==> src/rtl/demux4_stream.sv <==
// demux4_stream: registered 1-to-4 stream demultiplexer with valid/ready handshakes.
// A single producer word, tagged with a 2-bit destination, is captured into a
// one-entry output register and offered to exactly one of four sinks. Per-sink
// saturating transfer counters track completed output handshakes.
//
// Ports:
//   clk, rst_n          clock, asynchronous active-low reset
//   in_data/in_sel      producer word and destination index
//   in_valid/in_ready   producer handshake
//   out_data            registered word, shared by all sinks
//   out_valid[3:0]      one-hot valid, bit k addresses sink k
//   out_ready[3:0]      per-sink ready
//   clr_counts          synchronous clear of all counters
//   counts              packed counters, port k at [k*CNT_WIDTH +: CNT_WIDTH]

// Per-sink saturating transfer counter; clear wins over increment.
module demux4_stream_cnt #(
    parameter int CNT_WIDTH = 16
) (
    input  logic                 clk,
    input  logic                 rst_n,
    input  logic                 clr,
    input  logic                 inc,
    output logic [CNT_WIDTH-1:0] count
);
    always_ff @(posedge clk or negedge rst_n) begin
        if (!rst_n)
            count <= '0;
        else if (clr)
            count <= '0;
        else if (inc && (count != {CNT_WIDTH{1'b1}}))
            count <= count + 1'b1;
    end
endmodule

module demux4_stream #(
    parameter int WIDTH     = 32,
    parameter int CNT_WIDTH = 16
) (
    input  logic                     clk,
    input  logic                     rst_n,
    input  logic [WIDTH-1:0]         in_data,
    input  logic [1:0]               in_sel,
    input  logic                     in_valid,
    output logic                     in_ready,
    output logic [WIDTH-1:0]         out_data,
    output logic [3:0]               out_valid,
    input  logic [3:0]               out_ready,
    input  logic                     clr_counts,
    output logic [4*CNT_WIDTH-1:0]   counts
);
    typedef enum logic {EMPTY, FULL} state_t;

    state_t             state_q, state_d;
    logic [WIDTH-1:0]   data_q;
    logic [1:0]         sel_q;
    logic               load;
    logic               sel_ready;
    logic               in_hs;
    logic               out_hs;

    // Only the addressed sink's ready matters; in_ready never looks at in_valid.
    assign sel_ready = out_ready[sel_q];
    assign in_ready  = (state_q == EMPTY) || sel_ready;
    assign in_hs     = in_valid && in_ready;
    assign out_hs    = (state_q == FULL) && sel_ready;

    always_comb begin
        state_d = state_q;
        load    = 1'b0;
        case (state_q)
            EMPTY: begin
                if (in_hs) begin
                    state_d = FULL;
                    load    = 1'b1;
                end
            end
            FULL: begin
                if (out_hs) begin
                    // Drain and refill in the same cycle keeps full throughput.
                    if (in_hs) load = 1'b1;
                    else       state_d = EMPTY;
                end
            end
            default: state_d = EMPTY;
        endcase
    end

    always_ff @(posedge clk or negedge rst_n) begin
        if (!rst_n) begin
            state_q <= EMPTY;
            data_q  <= '0;
            sel_q   <= 2'd0;
        end else begin
            state_q <= state_d;
            if (load) begin
                data_q <= in_data;
                sel_q  <= in_sel;
            end
        end
    end

    assign out_data  = data_q;
    assign out_valid = (state_q == FULL) ? (4'b0001 << sel_q) : 4'b0000;

    for (genvar k = 0; k < 4; k++) begin : g_cnt
        demux4_stream_cnt #(.CNT_WIDTH(CNT_WIDTH)) u_cnt (
            .clk   (clk),
            .rst_n (rst_n),
            .clr   (clr_counts),
            .inc   (out_hs && (sel_q == 2'(k))),
            .count (counts[k*CNT_WIDTH +: CNT_WIDTH])
        );
    end
endmodule

==> config.mk <==
export PLATFORM = sky130hd
export DESIGN_NAME = demux4_stream
export DESIGN_NICKNAME = d
export VERILOG_FILES = /design/src/rtl/demux4_stream.sv
export SDC_FILE = /design/constraint.sdc
export NUM_CORES = 1
export LEC_CHECK = 0
export ABC_AREA = 1
export CAP_MARGIN = 20
export CELL_PAD_IN_SITES_DETAIL_PLACEMENT = 0
export CELL_PAD_IN_SITES_GLOBAL_PLACEMENT = 1
export CORE_MARGIN = 1
export CORE_UTILIZATION = 41
export CTS_CLUSTER_DIAMETER = 50
export CTS_CLUSTER_SIZE = 14
export DETAILED_ROUTE_END_ITERATION = 10
export DONT_BUFFER_PORTS = 1
export PLACE_DENSITY = 0.86
export SLEW_MARGIN = 25
export SYNTH_ARGS = -nofsm -noshare
export SYNTH_HDL_FRONTEND = slang
export SYNTH_SLANG_ARGS = --single-unit
==> constraint.sdc <==
create_clock -name clk -period 1.7 [get_ports clk]
set_input_delay 0.425 -clock clk [delete_from_list [all_inputs] [get_ports clk]]
set_output_delay 0.425 -clock clk [all_outputs]
set_load 0.1 [all_outputs]
## After elaboration in Yosys (flattened, before gate mapping)

Cells that the tools add are included.

- Register bits: 99
- Input port bits: 42
- Output and inout port bits: 101

- Shifts and indexed selects: 1
- Equal/unequal tests: 7
- Reductions and logical operators: 16
- $add $sub $neg: 4
- Multiplexer cells: 16
- $lt $le $gt $ge: 1
- Bitwise logic cells: 1

Operators by type and width:

| kind | number |
|---|---|
| 16-bit two-way mux | 8 |
| 16-bit by 1-bit adder with 16-bit output (second input constant) | 4 |
| 16-bit != test (second input constant) | 4 |
| 1-bit logical AND | 10 |
| 2-bit nonzero test | 4 |
| 2-bit == test (second input constant) | 2 |
| 1-bit two-way mux | 4 |
| 4-bit two-way mux | 1 |
| 1-bit case mux with 2 select lines | 2 |
| 1-bit by 2-bit << shifter with 4-bit output (first input constant) | 1 |
| 2-bit by 3-bit less-than comparator with 1-bit output (second input constant) | 1 |
| 1-bit binary-select mux with 2-bit select | 1 |
| 2-bit by 1-bit == test with 1-bit output (second input constant) | 1 |
| 2-bit zero test | 1 |
| 1-bit logical OR | 1 |
| 1-bit inverter | 1 |

## Logic depth before layout (Yosys ltp)

Gate-level depths: netlist of the first run.

- Depth in word-level cells: 7
- Depth in mapped cells: 11
- Mapped depth without buffers: 9

## Cells and area by module

A second synthesis of the first run with hierarchy kept.

- Cells, all modules: 751
- Area total of the unflattened synthesis: 5655.4 µm²

Modules (own cells, without submodules):

| module | area each (µm²) | instances | cells an instance |
|---|---|---|---|
| demux4_stream_cnt | 1037.2 | 4 | 144 |
| demux4_stream | 1506.4 | 1 | 175 |

## Worst setup path after synthesis of the first run

No wires, ideal clock.

- Kind: reg2out
- Start point: register state_q
- End point: output out_valid[1]
- Slack: -1.338 ns
- Required time: 1.275 ns
- Cell stages (with the launch flop): 3
- Arrival time: 2.613 ns
- Cells stage by stage: dfrtp_1 inv_1 nor3_1

- Longest elaborated chain between the ends: 1

RTL lines:

| item | RTL line | source |
|---|---|---|
| start, declared | 54 | `state_t state_q, state_d;` |
| start signal, assigned | 95 | `state_q <= state_d;` |
| 4-bit two-way mux | 104 | `assign out_valid = (state_q == FULL) ? (4'b0001 << sel_q) : 4'b0000;` |
| end, declared | 47 | `output logic [3:0] out_valid,` |

Every way passes these cells.

## Worst setup path after layout of the first run

- Start point: register sel_q[1]
- End point: output out_valid[1]

- Longest elaborated chain between the ends: 2

RTL lines:

| item | RTL line | source |
|---|---|---|
| start, declared | 56 | `logic [1:0] sel_q;` |
| start signal, assigned | 98 | `sel_q <= in_sel;` |
| 1-bit by 2-bit << shifter with 4-bit output | 104 |  |
| 4-bit two-way mux | 104 |  |

Every way passes these cells.

==> qor.txt, run 1 <==
outcome: finished with violations
failing checks: negative hold slack, negative setup slack
fin crit period: 1860 ps
type of the worst min-delay path: in2async
Fillers: 1268
Setup-failing EPs final: 5
yosys warns: 0
Synth Area in Simple Gates: 44.6%
Area growth, synth to finish: 34.0%
DR DRC count: 0
CP Buf/Inv Count: 2
die width: 122 microns
share of layout cells above drive strength 1: 32.9%
crit-path leading delay family: flip-flops
syn_area_per_cell: 7.39 sq um
Worst Setup SP: sel_q[1]
min setup slack post-route: -162 ps
Leak: 3.75 nW
vias in the first global route: 5388
RSZ-0062 raised after global routing: true
DR iter-0 viols: 308
cell row count: 43
I/O Buffers: 0
sw power: 6.23 mW
Min Hold Slack: -232 ps
initial cell density of the core: 42.3%
Req. time, crit path: 1270 ps
mux contribution to synthesized area: 0%
final hold viol count: 99
Crit. End Element: output pin
CTS Buffer Depth: 2
Post-Syn Nets: 843
CTS Buf Count: 9
DR vias/cell: 5.17
Final TNS setup: -613 ps
gr ovfl total: 0
Antenna Nets Post-Route: 0
distinct cell type count after synthesis: 32
final worst-path cycle share: 110%
Die ar.: 14900 sq um
main combinational cell family by area after synthesis: simple AND/OR/NAND/NOR gates
kind of critical path: reg2out
internal power: 5.73 mW
Switching Fraction: 52.1%
Sequential Area: 2640 sq um
sequential share of the synthesized area: 42.1%
largest net degree at the start of global routing: 100
actual slew at the worst max-slew pin: 510 ps
crit path launch type: flop
critical path cell sequence: buf_4, nor3_4, buf_12
Worst VDD drop: 1670 uV
GRT Resource Usage Total: 21.9%
CP max FO: 4
Gate power share: 56.8%
num ports: 143
CTS tree: built
Post-Synth Adder-Cell Area: 0.850%
#FFs+latches synth: 99
Post-Syn Area: 5890 sq um
CP max-delay cell: dfrtp_2
diode count: 0
Wirelength per Cell: 14.6 microns
area of the multi-input gates: 3270 sq um
via count: 5701
max_cap viols: 0
fmax: 0.537 GHz
r2r setup slk: 40 ps
Max-slew headroom: 65.7%
sequential power share: 25.4%
Reg2Reg Capture Point: g_cnt[1].u_cnt.count[11]
worst skew pair latency: 350 ps
GPL Wtd Cong: 0.860
final core utilization: 56.6%
core area: 13900 sq um
Synth Instances: 797
slowest stage delay, CP: 450 ps
WP data arrival: 1440 ps
total detailed-routing wirelength: 16100 microns
Cell Pwr Density: 1520 nW/um^2
Nets: 964
antenna violations before repair: 0
HPWL after DPL: 11100 microns
Synth Area in Compound Gates: 1.87%
Die Y: 122 microns
htree depth: 3
clock sink count: 99
RR Startpoint: sel_q[0]
first-pass GRT wire length: 25800 microns
Post-Synth XOR/XNOR Area: 3.42%
first-pass iteration count of the detailed router: 4
Worst-path clk slew: 70 ps
Clk network pwr share: 17.8%
Slew Viols, Final: 0
clk_skew: 9.11 ps
CTS Root Cell: clkbuf_16
Register-to-Register Path Depth: 10
==> state kept, by name, summed over array words and instances, names as in the netlist <==
signal	cells
g_cnt.u_cnt.count	64
out_data	32
sel_q	2
state_q	1
==> repair_timing <==
| item | 4_1_cts | 5_1_grt |
|---|---|---|
| gates resized for setup | 6 | 16 |
| hold endpoints to repair | 99 | 99 |
| setup buffers | 7 | 7 |
| cloned | 2 | 4 |
| setup endpoints to repair | 22 | 97 |
| pin swaps | 3 | 8 |
==> synth_stat cells, drive strengths merged <==
library cell,count,area (sq um)
nand2,283,1100
nand3,146,751
dfrtp,99,2480
nor2,81,423
inv,60,225
nand4,34,219
buf,22,163
xor2,21,184
o21ai,8,62.6
clkbuf,7,26.3
nor3,7,35.0
nand3b,6,45.0
o21bai,5,37.5
or2,5,31.3
ha,4,50.1
and2,3,18.8
a21oi,2,10.0
clkinv,2,12.5
xnor2,2,17.5
==> metal layers <==
| metal | vias to the layer above | share of wire, % | track usage, % |
|---|---|---|---|
| li1 | 2835 | - | - |
| met1 | 2687 | 43 | 28.1 |
| met2 | 161 | 48 | 35.1 |
| met3 | 18 | 7.4 | 6.18 |
| met4 | 0 | 1.1 | 7.87 |
| met5 | - | 0 | 0 |
==> how the worst max path moves through the flow <==
stage               slack [ps]  depth (start not counted)                  endpoint
floorplan                  -60                         10  g_cnt[2].u_cnt.count[12]
global placement            40                          8  g_cnt[3].u_cnt.count[13]
detailed placement         -60                          8  g_cnt[3].u_cnt.count[10]
finish                    -160                          3              out_valid[1]
CTS                       -160                          6                  in_ready
global route              -200                          6                  in_ready
==> area by class of cell <==
type	instances	share of cell area (%)
clock inverter	5	0.761
timing repair buffer	135	15.3
inverter	62	3.08
multi-input combinational	611	41.5
sequential	99	33.5
tap	180	2.85
clock buffer	11	3.08
==> cell families (layout without fill, tap and decap cells) <==
group	Yosys count	after routing
XOR/XNOR	23	23
flip-flops	99	99
AO/OA/AOI/OAI	15	15
adder cells (fa/ha/maj)	4	4
AND/OR/NAND/NOR	565	569
buffers and inverters	91	213
==> placed cells by master (no fill, tap or decap), types with 6 or more instances in the layout <==
| master | instances |
|---|---|
| nor2_1 | 61 |
| o21ai_2 | 6 |
| nand3b_1 | 6 |
| nor2_4 | 17 |
| xor2_1 | 21 |
| clkbuf_16 | 9 |
| nand3_2 | 15 |
| dfrtp_4 | 32 |
| inv_1 | 53 |
| nand2_2 | 14 |
| nand2_1 | 266 |
| buf_4 | 117 |
| dfrtp_2 | 35 |
| nand4_1 | 33 |
| dfrtp_1 | 32 |
| nand3_1 | 128 |
| inv_2 | 6 |
| buf_12 | 12 |
==> through the flow <==
stage	power (mW)	instances	cell area, sq um	worst slack (ps)
2_1_floorplan	7.83	797	6230	-56.7
3_3_place_gp	9.05	1067	7270	35.9
3_5_place_dp	9.14	1067	7270	-55.6
4_1_cts	11.6	1092	7690	-160
5_1_grt	12.5	1103	7890	-202
6_report	12.0	1103	7890	-162
==> power groups by stage <==
| stage | Sequential (mW) | Combinational, mW | Clock (mW) |
|---|---|---|---|
| 3_3_place_gp | 3.05 | 5.99 | 0 |
| 6_report | 3.04 | 6.79 | 2.13 |
| 5_1_grt | 3.09 | 7.10 | 2.27 |
| 2_1_floorplan | 6.01 | 1.81 | 0 |
| 4_1_cts | 3.03 | 6.40 | 2.20 |
| 3_5_place_dp | 3.07 | 6.07 | 0 |
Note: power is estimated with default switching activity, not from simulation.
==> run 2, diff against run 1 <==
--- a/config.mk
+++ b/config.mk
@@ -15,8 +15,10 @@
 export CTS_CLUSTER_SIZE = 14
 export DETAILED_ROUTE_END_ITERATION = 10
 export DONT_BUFFER_PORTS = 1
+export GPL_TIMING_DRIVEN = 0
 export PLACE_DENSITY = 0.86
 export SLEW_MARGIN = 25
 export SYNTH_ARGS = -nofsm -noshare
 export SYNTH_HDL_FRONTEND = slang
+export SYNTH_HIERARCHICAL = 1
 export SYNTH_SLANG_ARGS = --single-unit
==> run 2 against run 1 <==
The run still ends with negative hold slack, negative setup slack left. Cell area down 4.1%. Maximum frequency down 13%. Final cell count down 9.2%. Routed wire length up 1.2%. Critical path type unchanged. Largest cell class unchanged. Highest routed layer unchanged.
==> qor.txt, run 2 <==
failing checks: negative hold slack, negative setup slack
cell with the most instances after synthesis: nand2_1
num ports: 143 (unchanged)
Leak: 3.45 nW (-8.0%)
actual slew at the worst max-slew pin: 1050 ps (+536 ps)
final hold viol count: 99 (unchanged)
first-pass GRT wire length: 26200 microns (+1.8%)
Setup WS pre-CTS: -244 ps (-189 ps)
fmax: 0.466 GHz (-13%)
share of layout cells above drive strength 1: 38.5% (+5.6 points)
fin crit period: 2150 ps (+285 ps)
Register-to-Register Path Depth: 11 (+1)
CTS tree: built
die width: 119 microns (-2.0%)
max_cap viols: 0 (unchanged)
HPWL after DPL: 10500 microns (-4.9%)
Slew Viols, Final: 0 (unchanged)
cell taking the most area after synthesis: dfrtp_1
commonest non-fill, non-tap cell in the layout: nand2_1
outcome: finished with violations
Cell Pwr Density: 1500 nW/um^2 (-1.2%)
final worst-path cycle share: 126% (+17 points)
Fillers: 1177 (-7.2%)
#FFs+latches synth: 99 (unchanged)
DR vias/cell: 5.33 (+3.1%)
Worst VDD drop: 1750 uV (+5.1%)
clock sink count: 99 (unchanged)
Post-Syn Nets: 797 (-5.5%)
initial cell density of the core: 42.4% (+0.096 points)
Max-slew headroom: 30.0% (-36 points)
worst skew pair latency: 350 ps (about the same)
yosys warns: 6 (+6)
WP data arrival: 1720 ps (+280 ps)
Synth top cells by count: 298 x nand2_1, 99 x dfrtp_1, 82 x nand3_1
GPL Wtd Cong: 0.842 (-2.2%)
largest net degree at the start of global routing: 100 (unchanged)
Die Y: 119 microns (-2.0%)
Synth Instances: 751 (-5.8%)
crit path launch type: flop
max reg flops: 64 (unchanged)
sequential share of the synthesized area: 43.8% (+1.7 points)
DR iter-0 viols: 397 (+29%)
Die ar.: 14300 sq um (-3.9%)
I/O Buffers: 0 (unchanged)
kind of critical path: reg2out
RSZ-0062 raised after global routing: true
GRT Resource Usage Total: 23.3% (+1.4 points)
Area growth, synth to finish: 33.8%
syn_area_per_cell: 7.53 sq um (+1.9%)
antenna violations before repair: 0 (unchanged)
type of the worst min-delay path: in2async
vias in the first global route: 5148 (-4.5%)
cell row count: 42 (-2.3%)
Nets: 867 (-10%)
Top reg by flops: g_cnt.u_cnt/count
CTS Root Cell: clkbuf_16
diode count: 0 (unchanged)
gr ovfl total: 0 (unchanged)
Req. time, crit path: 1270 ps (about the same)
Setup-failing EPs final: 69 (+64)
distinct cell type count after synthesis: 27 (-16%)
ys flop type: dfrtp_1
Post-synth EDFFs: 0 (unchanged)
final core utilization: 56.7% (about the same)
first-pass iteration count of the detailed router: 6 (+2)
asr flop ratio synth: 100% (unchanged)
CTS Buf Count: 9 (unchanged)
Wirelength per Cell: 16.3 microns (+11%)
DR DRC count: 0 (unchanged)
total detailed-routing wirelength: 16300 microns (+1.2%)
top post-synthesis cells by area: dfrtp_1 44%, nand2_1 20%, nand3_1 7.3%
Yosys top cell area share: 43.8% (+1.7 points)
clk_skew: 3.99 ps (-5.12 ps)
most frequent cells in the layout: 247 x nand2_1, 81 x nand3_1, 57 x dfrtp_4
CTS Buffer Depth: 2 (unchanged)
Post-Syn Area: 5660 sq um (-4.0%)
htree depth: 3 (unchanged)
min setup slack post-route: -447 ps (-285 ps)
CP max FO: 3 (-1)
Cells after DPL: 927 (-13%)
via count: 5337 (-6.4%)
Final TNS setup: -11210 ps (-10600 ps)
Final Instance Count excl. Fillers: 1002 (-9.2%)
Min Hold Slack: -236 ps (-3.78 ps)
Antenna Nets Post-Route: 0 (unchanged)
Worst-path clk slew: 70 ps (about the same)
core area: 13300 sq um (-4.2%)
Crit. End Element: output pin
run 2: cell count changes after synthesis, moves of 5 or more:
cell      previous run  this run
buf_4                5         0
clkbuf_1             7         1
inv_1               55        49
nand2_1            269       298
nand2_4              1         9
nand3_1            142        82
nand3b_1             6         0
nand4_1             33        38
nor2_1              63        58
nor2_2               5         0
o21ai_0              2        16
o21ai_2              6         0
xnor2_1              2         8
xor2_1              21        12
run 2: what timing repair did:
action                                  4_1_cts  5_1_grt
cloned                                        7        1
setup buffers                                42       15
pin swaps                                    43       29
endpoints found under the setup margin      101       71
hold endpoints to repair                     99       99
resized for setup                           130       58
run 2: worst paths after layout:
path / endpoint / start / slack, ps
worst max-delay path: out_valid[0] / sel_q[0] / -450
min in group clk: out_data[5] / in_data[5] / 210
worst min-delay path: g_cnt[2].u_cnt/count[9] / rst_n / -240
worst min register to register: sel_q[0] / sel_q[0] / 680
worst max register to register: g_cnt[1].u_cnt/count[7] / g_cnt[1].u_cnt/count[1] / -250
max in group asynchronous: g_cnt[1].u_cnt/count[10] / rst_n / 1800
run 2: cell families after synthesis:
kind of cell / Yosys count / share of synthesized area [%]
xor gates and xnor gates: 20 / 3.10
DFF: 99 / 43.8
adders and majority gates: 4 / 0.885
buffers and inverters: 80 / 7.19
and+or+nand+nor: 516 / 41.0
AOI/OAI and AO/OA: 32 / 3.98
run 2: worst max-delay path, stage by stage (launching register included):
cell     delay [ps]
dfrtp_2         440
buf_12          130
nor3_4          780
run 2: final cells by class:
cell class / instances / area [sq um] / area share, %
Clock inverter: 7 / 51.3 / 0.678
Inverter: 58 / 238 / 3.14
Timing Repair Buffer: 59 / 689 / 9.11
Sequential cell: 99 / 2740 / 36.3
Buffer: 22 / 219 / 2.89
Tap cell: 176 / 220 / 2.91
Multi-Input combinational cell: 572 / 3180 / 42.0
Clock buffer: 9 / 225 / 2.98
run 2: report_power, final:
group / internal [mW] / switching [mW]
Clock: 1.00 / 0.965
Sequential: 2.83 / 3.35
Combinational: 1.32 / 1.86
Total: 5.16 / 6.17
run 2: metrics by stage:
stage	power [mW]	area, sq um
floorplan	7.87	5980
global placement	8.33	6200
CTS	11.3	7340
finish	11.3	7560
global route	11.8	7560
detailed placement	8.38	6200
run 2: layer usage:
| layer | routed length, microns | global-route usage (%) | up-vias |
|---|---|---|---|
| met4 | 340 | 10.9 | 0 |
| met5 | 0 | 0 | - |
| li1 | - | - | 2551 |
| met3 | 1120 | 6.03 | 31 |
| met2 | 7980 | 36.9 | 209 |
| met1 | 6880 | 29.7 | 2546 |
==> run 3, diff against run 2 <==
--- a/config.mk
+++ b/config.mk
@@ -15,7 +15,6 @@
 export CTS_CLUSTER_SIZE = 14
 export DETAILED_ROUTE_END_ITERATION = 10
 export DONT_BUFFER_PORTS = 1
-export GPL_TIMING_DRIVEN = 0
 export PLACE_DENSITY = 0.86
 export SLEW_MARGIN = 25
 export SYNTH_ARGS = -nofsm -noshare
==> run 3 against run 2 <==
The flow still finishes with violations (negative hold slack, negative setup slack). Setup slack better by 300 ps. Sequential power fell by 51%. Hold slack gained 1.9 ps. Register-to-register slack improved by 260 ps. Die area stayed put. Critical path depth grew 5. Clock skew rose by 2.5 ps. Routed wire length down 5.5%. Count of clock-buffer cells in the layout is 1 higher. Highest routed layer unchanged. Utilization down 0.75 points. First-iteration DRC count fell by 5.0%. Sequential share of layout area down 1.3 points.
==> qor.txt, run 3 (same netlist as run 2, synthesis figures left out) <==
die width: 119 microns (unchanged)
failing checks: negative hold slack, negative setup slack
cell row count: 42 (unchanged)
Gate power share: 56.9% (+29 points)
max reg flops: 64 (unchanged)
CTS tree: built
worst skew pair latency: 350 ps (about the same)
initial cell density of the core: 42.4% (unchanged)
share of layout cells above drive strength 1: 32.8% (-5.7 points)
fin crit period: 1840 ps (-305 ps)
final worst-path cycle share: 108% (-18 points)
Antenna Nets Post-Route: 0 (unchanged)
HPWL after DPL: 10900 microns (+3.9%)
largest net degree at the start of global routing: 100 (unchanged)
diode count: 0 (unchanged)
htree depth: 3 (unchanged)
clk_skew: 6.49 ps (+2.50 ps)
CP max FO: 5 (+2)
sw power: 6.10 mW (-1.2%)
vias in the first global route: 5284 (+2.6%)
r2r setup slk: 10 ps (+260 ps)
num ports: 143 (unchanged)
CTS Buffer Depth: 2 (unchanged)
kind of critical path: reg2out
Min Hold Slack: -234 ps (+1.86 ps)
Leak: 3.65 nW (+5.9%)
RSZ-0062 raised after global routing: true
sequential power share: 25.4% (-29 points)
Nets: 913 (+5.3%)
Die Y: 119 microns (unchanged)
Worst-path clk slew: 70 ps (about the same)
CTS Root Cell: clkbuf_16
total detailed-routing wirelength: 15400 microns (-5.5%)
Final Power: 11.8 mW (+3.9%)
Setup-failing EPs final: 5 (-93%)
min setup slack post-route: -142 ps (+305 ps)
via count: 5363 (+0.49%)
Cell Pwr Density: 1580 nW/um^2 (+5.3%)
most frequent cells in the layout: 282 x nand2_1, 114 x buf_4, 82 x nand3_1
GRT Resource Usage Total: 22.9% (-0.42 points)
type of the worst min-delay path: in2async
Switching Fraction: 51.8% (-2.7 points)
Setup WS pre-CTS: -11.5 ps (+233 ps)
core area: 13300 sq um (unchanged)
outcome: finished with violations
antenna violations before repair: 0 (unchanged)
DR DRC count: 0 (unchanged)
commonest non-fill, non-tap cell in the layout: nand2_1
Crit. End Element: output pin
Top reg by flops: g_cnt.u_cnt/count
Clk network pwr share: 17.7% (+0.3 points)
DR vias/cell: 5.12 (-3.9%)
final hold viol count: 99 (unchanged)
clock sink count: 99 (unchanged)
crit path launch type: flop
Worst VDD drop: 1650 uV (-6.2%)
fmax: 0.543 GHz (+17%)
GPL Wtd Cong: 0.865 (+2.8%)
internal power: 5.68 mW (+10%)
Max-slew headroom: 71.0% (+41 points)
actual slew at the worst max-slew pin: 433 ps (-613 ps)
gr ovfl total: 0 (unchanged)
Wirelength per Cell: 14.7 microns (-9.6%)
first-pass iteration count of the detailed router: 5 (-1)
first-pass GRT wire length: 25900 microns (-1.1%)
CTS Buf Count: 9 (unchanged)
max_cap viols: 0 (unchanged)
Area growth, synth to finish: 32.0%
Die ar.: 14300 sq um (unchanged)
Slew Viols, Final: 0 (unchanged)
DR iter-0 viols: 377 (-5.0%)
WP data arrival: 1420 ps (-300 ps)
Req. time, crit path: 1270 ps (about the same)
I/O Buffers: 0 (unchanged)
## run 3: changes by cell type in the layout (fill, tap and decap cells not counted), moves of 6 or more
cell / previous run / this run
buf_12: 14 / 6
nand2_2: 49 / 20
o21ai_0: 8 / 14
o21ai_2: 7 / 0
nand2_1: 247 / 282
dfrtp_1: 0 / 33
buf_4: 27 / 114
nor2_1: 45 / 51
buf_1: 7 / 0
buf_6: 26 / 3
dfrtp_4: 57 / 20
nand2_4: 20 / 14
## run 3: final timing paths
kind                       cells past startpoint                  endpoint      from
setup / recovery                               7                  in_ready  sel_q[0]
hold / removal                                 0  g_cnt[2].u_cnt/count[11]     rst_n
setup reg to reg                              11  g_cnt[2].u_cnt/count[11]  sel_q[0]
hold reg to reg                                2                  sel_q[0]  sel_q[0]
max in group asynchronous                      0  g_cnt[1].u_cnt/count[12]     rst_n
min in group clk                               2                   state_q  in_valid
## run 3: repair_timing
item                                    in CTS  in global routing
endpoints found under the hold margin       99                 99
pin swaps                                    0                  5
gates resized for setup                      5                 12
buffers inserted                             1                  4
endpoints found under the setup margin      19                 36
cloned                                       3                  1
## run 3: power by group through the flow
stage / registers [mW] / logic (mW) / clock network [mW]
finish: 3.00 / 6.70 / 2.08
global route: 3.04 / 6.96 / 2.23
CTS: 3.00 / 6.62 / 2.15
detailed placement: 3.04 / 6.13 / 0
global placement: 3.02 / 6.03 / 0
floorplan: 6.02 / 1.85 / 0
## run 3: per-stage QoR
| step | instances | hold slack [ps] | setup TNS, ps | util [%] | cell area, sq um |
|---|---|---|---|---|---|
| final | 1048 | -234 | -397 | 55.9 | 7460 |
| after global routing | 1048 | -256 | -3290 | 55.9 | 7460 |
| after CTS | 1043 | -256 | -509 | 55.3 | 7380 |
| after detailed placement | 1023 | 133 | -29.5 | 52.2 | 6970 |
| after global placement | 1023 | 135 | 0 | 52.2 | 6970 |
| after floorplan | 751 | 129 | -1480 | - | 5980 |
## run 3: final cells by class
type | instances | area (sq um)
clock inverters | 6 | 66.3
clock buffers | 10 | 229
inverters | 58 | 240
repair buffers | 127 | 1130
well taps | 176 | 220
fillers | 1236 | 5880
multi-input cells | 572 | 2970
flip-flops and latches | 99 | 2610
## run 3: critical path: stages (launching register included)
cell	delay (ps)
dfrtp_2	430
inv_2	70
nand2_1	50
nand2_1	70
nand2_2	60
buf_6	110
nand3_4	80
buf_12	190
## run 3: routing by layer
metal	GRT usage, %	vias up	share of wire [%]
li1	-	2636	-
met4	8.13	0	1.6
met1	29.4	2557	44
met5	0	-	0
met2	37.4	156	48
met3	5.56	14	6.5
